<file path="src/rtl/dataram_arbiter.sv">
// dataram_arbiter: shares the single-port DataRAM between the CPU MEM stage
// and an external load/debug port. The CPU has priority; the external port is
// served in CPU-idle cycles and gets its read data back one cycle after grant.
// Optional starvation guard: define DATARAM_ARB_STARVE_GUARD_EN to let a
// waiting external request force a slot by holding the pipeline for one cycle.
module dataram_arbiter #(
    parameter int ADDR_W   = 6,
    parameter int DATA_W   = 32,
    parameter int WAIT_MAX = 8
) (
    input  logic              clk,
    input  logic              reset,
    // CPU MEM stage
    input  logic              cpu_rd,
    input  logic              cpu_wr,
    input  logic [ADDR_W-1:0] cpu_addr,
    input  logic [DATA_W-1:0] cpu_wdata,
    output logic [DATA_W-1:0] cpu_rdata,
    output logic              cpu_hold,
    // external port
    input  logic              ext_req,
    input  logic              ext_we,
    input  logic [ADDR_W-1:0] ext_addr,
    input  logic [DATA_W-1:0] ext_wdata,
    output logic              ext_gnt,
    output logic              ext_rvalid,
    output logic [DATA_W-1:0] ext_rdata,
    // DataRAM
    output logic [ADDR_W-1:0] ram_a,
    output logic [DATA_W-1:0] ram_d,
    output logic              ram_we,
    input  logic [DATA_W-1:0] ram_spo
);

    logic              cpu_req;
    logic              force_slot;
    logic              owner_ext;
    logic              ext_rvalid_reg;
    logic [DATA_W-1:0] ext_rdata_reg;

    assign cpu_req = cpu_rd | cpu_wr;

`ifdef DATARAM_ARB_STARVE_GUARD_EN
    localparam int              CNT_W      = $clog2(WAIT_MAX + 1);
    localparam logic [CNT_W-1:0] WAIT_MAX_C = CNT_W'(WAIT_MAX);

    logic [CNT_W-1:0] wait_cnt_reg;
    logic [CNT_W-1:0] wait_cnt_next;

    // A request that has waited WAIT_MAX cycles takes the RAM this cycle.
    assign force_slot = ext_req && (wait_cnt_reg == WAIT_MAX_C);

    // Count cycles an external request has been left waiting, saturating.
    always_comb begin
        wait_cnt_next = wait_cnt_reg;
        if (!ext_req || owner_ext) begin
            wait_cnt_next = '0;
        end else if (wait_cnt_reg != WAIT_MAX_C) begin
            wait_cnt_next = wait_cnt_reg + 1'b1;
        end
    end

    // Wait counter register.
    always_ff @(posedge clk or negedge reset) begin
        if (!reset) begin
            wait_cnt_reg <= '0;
        end else begin
            wait_cnt_reg <= wait_cnt_next;
        end
    end
`else
    // Strict CPU priority: the external port never preempts the pipeline.
    assign force_slot = 1'b0;
`endif

    // Ownership and RAM port steering; hold only when a real CPU access loses.
    always_comb begin
        owner_ext = ext_req & (~cpu_req | force_slot);
        cpu_hold  = force_slot & cpu_req;
        ext_gnt   = owner_ext;
        if (owner_ext) begin
            ram_a  = ext_addr;
            ram_d  = ext_wdata;
            ram_we = ext_we;
        end else begin
            ram_a  = cpu_addr;
            ram_d  = cpu_wdata;
            ram_we = cpu_wr;
        end
    end

    // Load data is a straight pass-through; only meaningful when CPU owns.
    assign cpu_rdata = ram_spo;

    // Capture external read data at the end of the grant cycle; hold it after.
    always_ff @(posedge clk or negedge reset) begin
        if (!reset) begin
            ext_rvalid_reg <= 1'b0;
            ext_rdata_reg  <= '0;
        end else begin
            ext_rvalid_reg <= owner_ext & ~ext_we;
            if (owner_ext && !ext_we) begin
                ext_rdata_reg <= ram_spo;
            end
        end
    end

    assign ext_rvalid = ext_rvalid_reg;
    assign ext_rdata  = ext_rdata_reg;

endmodule

</file>
<file path="config.mk">
export PLATFORM = sky130hd
export DESIGN_NAME = dataram_arbiter
export DESIGN_NICKNAME = d
export VERILOG_FILES = /design/src/rtl/dataram_arbiter.sv
export SDC_FILE = /design/constraint.sdc
export NUM_CORES = 1
export LEC_CHECK = 0
export ABC_AREA = 1
export CORE_UTILIZATION = 29
export DETAILED_ROUTE_END_ITERATION = 10
export PLACE_DENSITY = 0.82
export SYNTH_ARGS = -nofsm -noshare
export SYNTH_HDL_FRONTEND = slang
export SYNTH_SLANG_ARGS = --single-unit
</file>
<file path="constraint.sdc">
create_clock -name clk -period 1.2 [get_ports clk]
set_input_delay 0.18 -clock clk [delete_from_list [all_inputs] [get_ports clk]]
set_output_delay 0.18 -clock clk [all_outputs]
set_load 0.02 [all_outputs]
</file>
==> flow_summary.yaml <==
drt:
  dr.pass1.iters: 4
  drtIter0Drc: 80
  drt-vias-per-instance: 4.73
  postRouteAntennaNets: 0
  wirelength_mm: 10.7
  drc: 0
  wire_per_inst_um: 17.1
  dr_total_vias: 2965
critical_path:
  path_max_fanout: 5
  slowest_delay_ns: 0.17
  crit_family: "buffers and inverters"
  worstPathRequired_ns: 1.02
  worstSetupEndpointType: "primary output"
  crit_buf_inv: 4
  crit_type: "in -> out"
  cp_cell_sequence: "buf_8 > nor2_4 > nand2_4 > buf_8 > buf_16 > o21bai_1 > buf_4"
  crit_slowest_cell: "buf_4"
  cp_common_cell: "buf_8"
  start_kind: "primary input"
  crit_arrival_ns: 1.12
place:
  gp_congestion: 0.770
  pre_cts_ws_ns: -0.896
  io_buffers: 218
  hpwl_mm: 6.43
floorplan:
  start_util_pct: 30.4
  die_w_um: 86.8
  die-area_um2: 7540
  num_io_pins: 220
  std_cell_rows: 30
  core_area_um2: 6870
  die_y_um: 86.8
global_route:
  grt-ovfl-total: 0
  grt_pass1_wl_mm: 14.9
  grt_max_degree: 34
  grt_pass1_vias: 2966
  antenna_found_initial: 0
  groute.usage.overall_pct: 26.2
logic_synthesis:
  syn_area_um2: 2090
  synth-seq-area-share_pct: 39.6
  yosysTopAreaCell: "dfrtp_1"
  syn_nets: 419
  synth_area_leaders: "dfrtp_1, nand2_1, buf_4, nand4_1, buf_2"
  synth_flop_cell: "dfrtp_1"
  synthTopCellsByCount: "nand2_1, buf_4, dfrtp_1"
  ys_warn_count: 0
  synth_top_cell_area_share_pct: 39.6
  synthCells: 305
  synth_edf_count: 0
  postSynth.asyncResetShare_pct: 100
  yosysUniqueCellTypes: 15
  synth_area_per_cell_um2: 6.84
  synth_most_common_cell: "nand2_1"
  synth_seq_cells: 33
sta:
  rsz0062_at_grt: "true"
  tns_ns: -1.58
  fin_crit_sh_pct: 108
  fin_skew_ns: 0
  min_period_ns: 1.30
  setup_slack_ns: -0.0953
  fmax_mhz: 772
  slew_viol_final: 0
  whs_ns: 0.265
  finalHoldViolations: 0
  setup_violations: 38
power:
  ir_drop_uv: 656
  power_density_nw_per_um2: 899
  leakage_nw: 2.68
  power_w: 0.00467
cells_and_area:
  final_nets: 645
  largest_reg_flops: 32
  layout-drive-gt1-share_pct: 37.9
  diodes: 0
  utilization_pct: 75.6
  areaGrowthSynthToFinish_pct: 149
clock_tree:
  cts_tree: "yes"
  numCtsBuffers: 5
  cts.sinks: 33
  cts.clk_slew.worst_paths_ns: 0.07
  cts_root_buf: "clkbuf_8"
  clk_latency_ns: 0.27
  htreeDepth: 2
  cts_hold_buffers: 0
  clock_path_buffers: 2
status:
  status: "complete, but fails checks"
  violations: "negative setup slack"
min_path:
  worstHoldPathType: "in -> async"
flow_run:
  drv_cap: 0
worst paths after layout:
path | slack [ns] | startpoint | cells past startpoint | endpoint
max | -0.1 | cpu_wr | 7 | ram_we
min in group clk | 0.44 | cpu_rd | 5 | ext_rdata[15]$_DFFE_PN0P_
min reg2reg | 0.47 | ext_rdata[20]$_DFFE_PN0P_ | 2 | ext_rdata[20]$_DFFE_PN0P_
max reg2reg | 0.57 | ext_rdata[5]$_DFFE_PN0P_ | 2 | ext_rdata[5]$_DFFE_PN0P_
min | 0.26 | reset | 2 | ext_rdata[31]$_DFFE_PN0P_
max in group asynchronous | 0.76 | reset | 2 | ext_rdata[23]$_DFFE_PN0P_
metal layers:
metal | GRT usage [%] | vias up | routed length [um]
met1 | 27.0 | 1398 | 3850
met4 | 10.8 | 0 | 435
met3 | 6.00 | 34 | 672
met5 | 0 | - | 0
li1 | - | 1393 | -
met2 | 50.3 | 140 | 5770
area by class of cell:
type | count | area, um2
Timing Repair Buffer | 273 | 2860
Multi-Input combinational cell | 215 | 1260
Sequential cell | 33 | 826
Fill cell | 486 | 1670
Clock buffer | 5 | 68.8
Tap cell | 96 | 120
Clock inverter | 2 | 35.0
Inverter | 3 | 20.0
cell usage in the layout, fill, tap and decap left out:
cell	synthesis	final
inv_1	1	1
dlygate4sd2_1	0	32
nand2_4	0	26
clkdlybuf4s15_1	0	29
o21bai_1	1	1
conb_1	1	1
dfrtp_1	33	33
clkinv_2	0	2
nand3_4	0	1
clkbuf_2	0	4
nor2_4	1	1
clkbuf_16	0	1
clkdlybuf4s50_1	0	109
buf_2	7	2
buf_8	0	3
inv_8	0	1
bufbuf_16	0	2
nand2_2	0	62
dlymetal6s2s_1	0	1
clkbuf_8	0	5
buf_16	0	4
buf_4	35	33
nand4_1	32	32
bufinv_16	0	1
nand2_1	179	91
buf_6	1	45
buf_12	0	8
where the power goes:
| group | internal [W] | switching (W) |
|---|---|---|
| logic | 0.00111 | 0.00114 |
| clock network | 0.000603 | 0.000390 |
| registers | 0.00132 | 0.000115 |
| total | 0.00303 | 0.00164 |
cells by family (layout without fill, tap and decap cells):
| family | count (synthesis) | count (layout) | synth area share [%] |
|---|---|---|---|
| other cells | 1 | 1 | 0.180 |
| simple gates | 213 | 213 | 42.6 |
| flops | 33 | 33 | 39.6 |
| buf+inv | 57 | 283 | 17.3 |
| compound gates | 1 | 1 | 0.360 |
stage by stage:
stage | area [um2] | cells
floorplan | 2090 | 305
global placement | 4350 | 601
detailed placement | 4350 | 601
CTS | 5010 | 628
global route | 5200 | 627
finish | 5200 | 627
what timing repair did:
action	in CTS	in global routing
resized for setup	391	106
buffers inserted	10	3
setup endpoints to repair	138	85
gates cloned	10	1
pin swaps	20	24
Note: power is estimated with default switching activity, not from simulation.
